**src/rtl/ram2fifo_ctrl.sv**
```systemverilog
// Block-read sequencer: streams len words from a 1-cycle-latency RAM into a FIFO, stalling on prog-full.
// Optional XOR checksum output when RAM2FIFO_CHKSUM_EN is defined.
module ram2fifo_ctrl #(
    parameter int AW   = 12,
    parameter int DW   = 8,
    parameter int LENW = 12
) (
    input  logic            clk,
    input  logic            rst,
    input  logic            start,
    input  logic [AW-1:0]   base_addr,
    input  logic [LENW-1:0] len,
    output logic            busy,
    output logic            done,
    output logic            ram_en,
    output logic [AW-1:0]   ram_addr,
    input  logic [DW-1:0]   ram_dout,
    input  logic            fifo_pfull,
    output logic            fifo_wr_en,
    output logic [DW-1:0]   fifo_din
`ifdef RAM2FIFO_CHKSUM_EN
    ,
    output logic [DW-1:0]   chk
`endif
);

    typedef enum logic [1:0] {
        IDLE  = 2'd0,
        READ  = 2'd1,
        DRAIN = 2'd2,
        DONE  = 2'd3
    } state_t;

    state_t          state, state_nxt;
    logic [LENW-1:0] remaining, remaining_nxt;
    logic [AW-1:0]   addr_nxt;
    logic            ram_en_nxt;

    always_comb begin
        state_nxt     = state;
        remaining_nxt = remaining;
        addr_nxt      = ram_addr;
        ram_en_nxt    = 1'b0;
        case (state)
            IDLE: begin
                if (start) begin
                    addr_nxt      = base_addr;
                    remaining_nxt = len;
                    if (len == '0) begin
                        state_nxt = DONE;
                    end else begin
                        state_nxt  = READ;
                        ram_en_nxt = !fifo_pfull;
                    end
                end
            end
            READ: begin
                // ram_en high during a cycle means that address is issued at the next edge
                if (ram_en) begin
                    addr_nxt      = ram_addr + 1'b1;
                    remaining_nxt = remaining - 1'b1;
                end
                if (ram_en && (remaining == LENW'(1))) begin
                    state_nxt = DRAIN;
                end else begin
                    ram_en_nxt = !fifo_pfull;
                end
            end
            DRAIN: begin
                if (fifo_wr_en) begin
                    state_nxt = DONE;
                end
            end
            DONE: begin
                state_nxt = IDLE;
            end
            default: begin
                state_nxt = IDLE;
            end
        endcase
    end

    always_ff @(posedge clk or negedge rst) begin
        if (!rst) begin
            state      <= IDLE;
            remaining  <= '0;
            ram_addr   <= '0;
            ram_en     <= 1'b0;
            fifo_wr_en <= 1'b0;
        end else begin
            state      <= state_nxt;
            remaining  <= remaining_nxt;
            ram_addr   <= addr_nxt;
            ram_en     <= ram_en_nxt;
            fifo_wr_en <= ram_en;
        end
    end

    assign busy     = (state != IDLE);
    assign done     = (state == DONE);
    assign fifo_din = ram_dout;

`ifdef RAM2FIFO_CHKSUM_EN
    always_ff @(posedge clk or negedge rst) begin
        if (!rst) begin
            chk <= '0;
        end else if ((state == IDLE) && start) begin
            chk <= '0;
        end else if (fifo_wr_en) begin
            chk <= chk ^ fifo_din;
        end
    end
`endif

endmodule

```
**config.mk**
```make
export PLATFORM = sky130hd
export DESIGN_NAME = ram2fifo_ctrl
export DESIGN_NICKNAME = d
export VERILOG_FILES = /design/src/rtl/ram2fifo_ctrl.sv
export SDC_FILE = /design/constraint.sdc
export NUM_CORES = 1
export LEC_CHECK = 0
export BUFFER_PORTS_ARGS = -buffer_cell sky130_fd_sc_hd__buf_2
export CAP_MARGIN = 10
export CORE_MARGIN = 4
export CORE_UTILIZATION = 51
export CTS_CLUSTER_DIAMETER = 40
export DETAILED_ROUTE_END_ITERATION = 10
export GPL_ROUTABILITY_DRIVEN = 0
export GPL_TIMING_DRIVEN = 0
export PLACE_DENSITY = 0.79
export SYNTH_ARGS = -nofsm -noshare
export SYNTH_HDL_FRONTEND = slang
export SYNTH_SLANG_ARGS = --single-unit
```
**constraint.sdc**
```tcl
create_clock -name clk -period 2.35 [get_ports clk]
set_clock_uncertainty 0.05 [all_clocks]
set_input_delay 0.235 -clock clk [delete_from_list [all_inputs] [get_ports clk]]
set_output_delay 0.235 -clock clk [all_outputs]
set_load 0.05 [all_outputs]
```
==> metrics list <==
- The run finished with clean final reports.
* Most Frequent Cell on Critical Path: sky130_fd_sc_hd__inv_1
- Setup TNS Final: 0 ns
- Average cell area after synthesis: roughly 9 sq um
* Number of buffers added for setup after CTS: 0
* Area growth from synthesis to final layout: 20.2%
- In this run the clock root is driven by a sky130_fd_sc_hd__clkbuf_8.
- Maximum resistive drop on vdd: ~1000 uV
- Summing every instance area after synthesis gives about 2000 sq um.
* Initial core utilization: 0.532
- Start-to-end type of the worst setup path: flip-flop to flip-flop
- 0 antenna diodes ended up in the layout.
- Hpwl dp: 3880 um
- Simple-gate area share of the yosys netlist: 0.252
* Predominant post-synthesis flop cell: sky130_fd_sc_hd__dfrtp_1
- Detailed-route via count: 1888
* Unrepaired setup endpoints after global routing: no
- Peak fanout along the critical path: 10
- Counting every net in the synthesized netlist gives 259.
- Post-Synthesis Cells: 215
- Proportion of synthesized area in mux cells: 0.0389
- Chip height: roughly 70 um
- Broken down by cell family, the worst path's largest delay share belongs to buffers and inverters.
- The die is between 70 and 80 um wide.
* FMAX: 492 MHz
* ANT nets after route: 0
- Type of destination of the critical path: flip-flop
* TritonCTS clock tree: yes
- Vias per std cell: 5.92
- Entering global routing, the biggest net connects 29 pins.
- After synthesis, the netlist uses 52 different library cells.
* Fraction of layout cells with a size suffix above 1: 0.303
- Cell accounting for the most synthesized area: sky130_fd_sc_hd__dfrtp_1
- Setup violations remaining at the end of the flow were counted as 0.
* Final Cycle Share: 0.864
* Number of global-route vias before repair: 1810
* Lkg Pwr: 1.08 nW
- Core ar.: roughly 3700 sq um
* Number of design rule violations left after detail routing: 0
- Arrival time of the worst setup path: 2.19 ns
- The first global-routing pass estimated between 8000 and 9000 um of wire.
* Slew at the pin closest to its max-slew limit: approximately 0.67 ns
- Drt total wl: 5230 um
- TritonCTS sink count: 28
* Detailed-router iteration count before antenna repair: 5
* Number of buffers on the longest clock path: 2
- Compound-cell area share of the yosys netlist: 0.209
- Clock period minus worst slack: 2.03 ns
* Wirelength per Cell: around 16 um
- The floorplan step defined a die boundary enclosing ~4900 sq um.
- For this design the top-level I/O count stands at 60.
- Share of the synthesized area in the top cell type: 0.357
- After synthesis, the cell types taking the most area are sky130_fd_sc_hd__dfrtp_1 36%, sky130_fd_sc_hd__ha_1 5.1%, sky130_fd_sc_hd__nand3_1 4.9%.
- Clock latency of the later-clocked register in the worst-skew pair: between 0.2 and 0.3 ns
* Final net count: 316
- Number of max-slew violations in the final report: 0
* Remaining max-slew budget at the tightest pin: 0.553
- Row generation in the floorplan step produced 22 rows.
- Number of buffers and inverters on the critical path: 4
* Congestion Overflow GR: 0
- After synthesis the netlist holds a flip-flop and latch count of 28.
- Post-CTS repair changed the size of 0 cells.
- After synthesis, the most frequently instantiated cells are 28 x sky130_fd_sc_hd__dfrtp_1, 23 x sky130_fd_sc_hd__nand2_1, 19 x sky130_fd_sc_hd__nand3_1.
* Sequential area share after synthesis: 0.357
- For this run, the total global-route usage over all layers was measured as 0.212.
* Post-Synth XOR/XNOR Area: 0
- Number of buffer cells added on primary ports: a little over 50
* Dominant combinational cell family by area after synthesis: simple AND/OR/NAND/NOR gates
- Counting flops with an async set or reset pin after synthesis yields a share of 1.00.
* Tightest Hold Check Type: input pin to flip-flop
* Critical Path Max Stage Delay: between 0.4 and 0.5 ns
- For this design, the slowest cell found on the critical path is sky130_fd_sc_hd__clkbuf_1.
* Data required time of the critical path: between 2 and 3 ns
- Startpoint type of the worst setup path: flip-flop
- Synth Area in Adders: 0.0511
- Power density over cell area: around 1600 nW/um^2
- Number of H-tree levels: 1
* Max-Cap Viols: 0
- Final hold violation count: 0
* Number of clock buffers inserted by TritonCTS: 3
- For this run, the number of Yosys warnings is 0.
- The completed layout was analyzed and its total power is approximately 3.9 mW.
* Initial antenna violation count: 0
- Clock transition at the register clock pins on the worst setup and hold paths after CTS: around 0.1 ns
* Most common cell in the synthesized netlist: sky130_fd_sc_hd__dfrtp_1
- For this block, the initial DRC count from the detailed router was between 150 and 200.
- Post-synth EDFFs: 0
- Cells traversed along the worst timing path: inv_1 -> ha_1 -> buf_6 -> inv_1 -> and3_1 -> clkbuf_1 -> a22oi_1 -> o211ai_1
## cell families after synthesis
logic type,count (synthesis)
simple gates,86
buf+inv,29
fa+ha+maj,8
flops,28
compound gates,57
mux,7
## worst register-to-register path, delay by kind of cell, from the launching register on
kind / cells / cell delay, ns
AOI/OAI and AO/OA: 2 / 0.25
adders and majority gates: 1 / 0.20
buffers and inverters: 4 / 0.79
DFF: 1 / 0.39
and+or+nand+nor: 1 / 0.28
## registers in the layout, summed over array words and instances (netlist names)
register,cells
fifo_wr_en,1
ram_addr,12
ram_en,1
remaining,12
state,2
## what timing repair did
item,4_1_cts,5_1_grt
hold buffers,1,0
endpoints found under the setup margin,0,0
hold endpoints to repair,28,0
## worst paths after layout
path	startpoint	end	slack, ns	cells past startpoint
min in group asynchronous	rst	ram_en$_DFF_PN0_	0.46	2
max reg2reg	state[1]$_DFFE_PN0P_	remaining[5]$_DFFE_PN0P_	0.32	8
max in group asynchronous	rst	ram_addr[7]$_DFFE_PN0P_	1.36	2
min	fifo_pfull	ram_en$_DFF_PN0_	0.04	2
max	state[1]$_DFFE_PN0P_	remaining[5]$_DFFE_PN0P_	0.32	8
min reg2reg	ram_en$_DFF_PN0_	fifo_wr_en$_DFF_PN0_	0.42	0
## metal layers
| layer | global-route usage | part of all wire | vias to the layer above |
|---|---|---|---|
| met5 | 0 | 0 | - |
| met4 | 0.0255 | 0.0052 | 0 |
| met3 | 0.0547 | 0.071 | 4 |
| met2 | 0.344 | 0.48 | 78 |
| met1 | 0.294 | 0.44 | 894 |
| li1 | - | - | 912 |
## area by class of cell
| class | count | area, sq um |
|---|---|---|
| clock buffers | 3 | 41.3 |
| well taps | 48 | 60.1 |
| plain buffers | 20 | 146 |
| clock inverters | 1 | 30.0 |
| fillers | 344 | 1330 |
| multi-input cells | 158 | 1080 |
| repair buffers | 52 | 265 |
| inverters | 9 | 33.8 |
| flip-flops and latches | 28 | 701 |
## report_power, final
part | switching (mW) | leakage [nW] | total [mW] | internal, mW
registers | 0.327 | 0.330 | 1.06 | 0.738
logic | 1.52 | 0.719 | 2.43 | 0.911
clock network | 0.166 | 0.0357 | 0.394 | 0.228
## metrics by stage
step	area, sq um	utilization	hold WS (ns)	instances	setup slack (ns)
finish	2360	0.639	0.0448	319	0.319
global placement	2280	0.617	0.248	314	0.383
detailed placement	2280	0.617	0.247	314	0.343
global route	2360	0.639	0.0461	319	0.178
CTS	2360	0.639	0.0429	319	0.328
floorplan	1960	-	-0.111	215	0.335
## layout by cell type, fill, tap and decap left out, types with 2 or more instances in the layout
cell type,n
sky130_fd_sc_hd__a21oi_1,15
sky130_fd_sc_hd__a221o_1,2
sky130_fd_sc_hd__a22o_1,3
sky130_fd_sc_hd__a22oi_1,3
sky130_fd_sc_hd__a2bb2oi_1,5
sky130_fd_sc_hd__a311o_1,2
sky130_fd_sc_hd__and2_1,2
sky130_fd_sc_hd__and3_1,3
sky130_fd_sc_hd__buf_2,54
sky130_fd_sc_hd__buf_4,8
sky130_fd_sc_hd__buf_6,5
sky130_fd_sc_hd__clkbuf_1,4
sky130_fd_sc_hd__clkbuf_8,3
sky130_fd_sc_hd__dfrtp_1,28
sky130_fd_sc_hd__ha_1,8
sky130_fd_sc_hd__inv_1,9
sky130_fd_sc_hd__mux2i_1,5
sky130_fd_sc_hd__nand2_1,23
sky130_fd_sc_hd__nand3_1,19
sky130_fd_sc_hd__nand4_1,5
sky130_fd_sc_hd__nand4b_1,4
sky130_fd_sc_hd__nor2_1,8
sky130_fd_sc_hd__nor3_1,2
sky130_fd_sc_hd__nor3_2,2
sky130_fd_sc_hd__nor4_1,6
sky130_fd_sc_hd__o211ai_2,2
sky130_fd_sc_hd__o21ai_0,7
sky130_fd_sc_hd__o21ai_1,2
sky130_fd_sc_hd__o22a_1,3
sky130_fd_sc_hd__o22ai_1,3
sky130_fd_sc_hd__or4_1,2
Power figures use the tool's default switching activity.
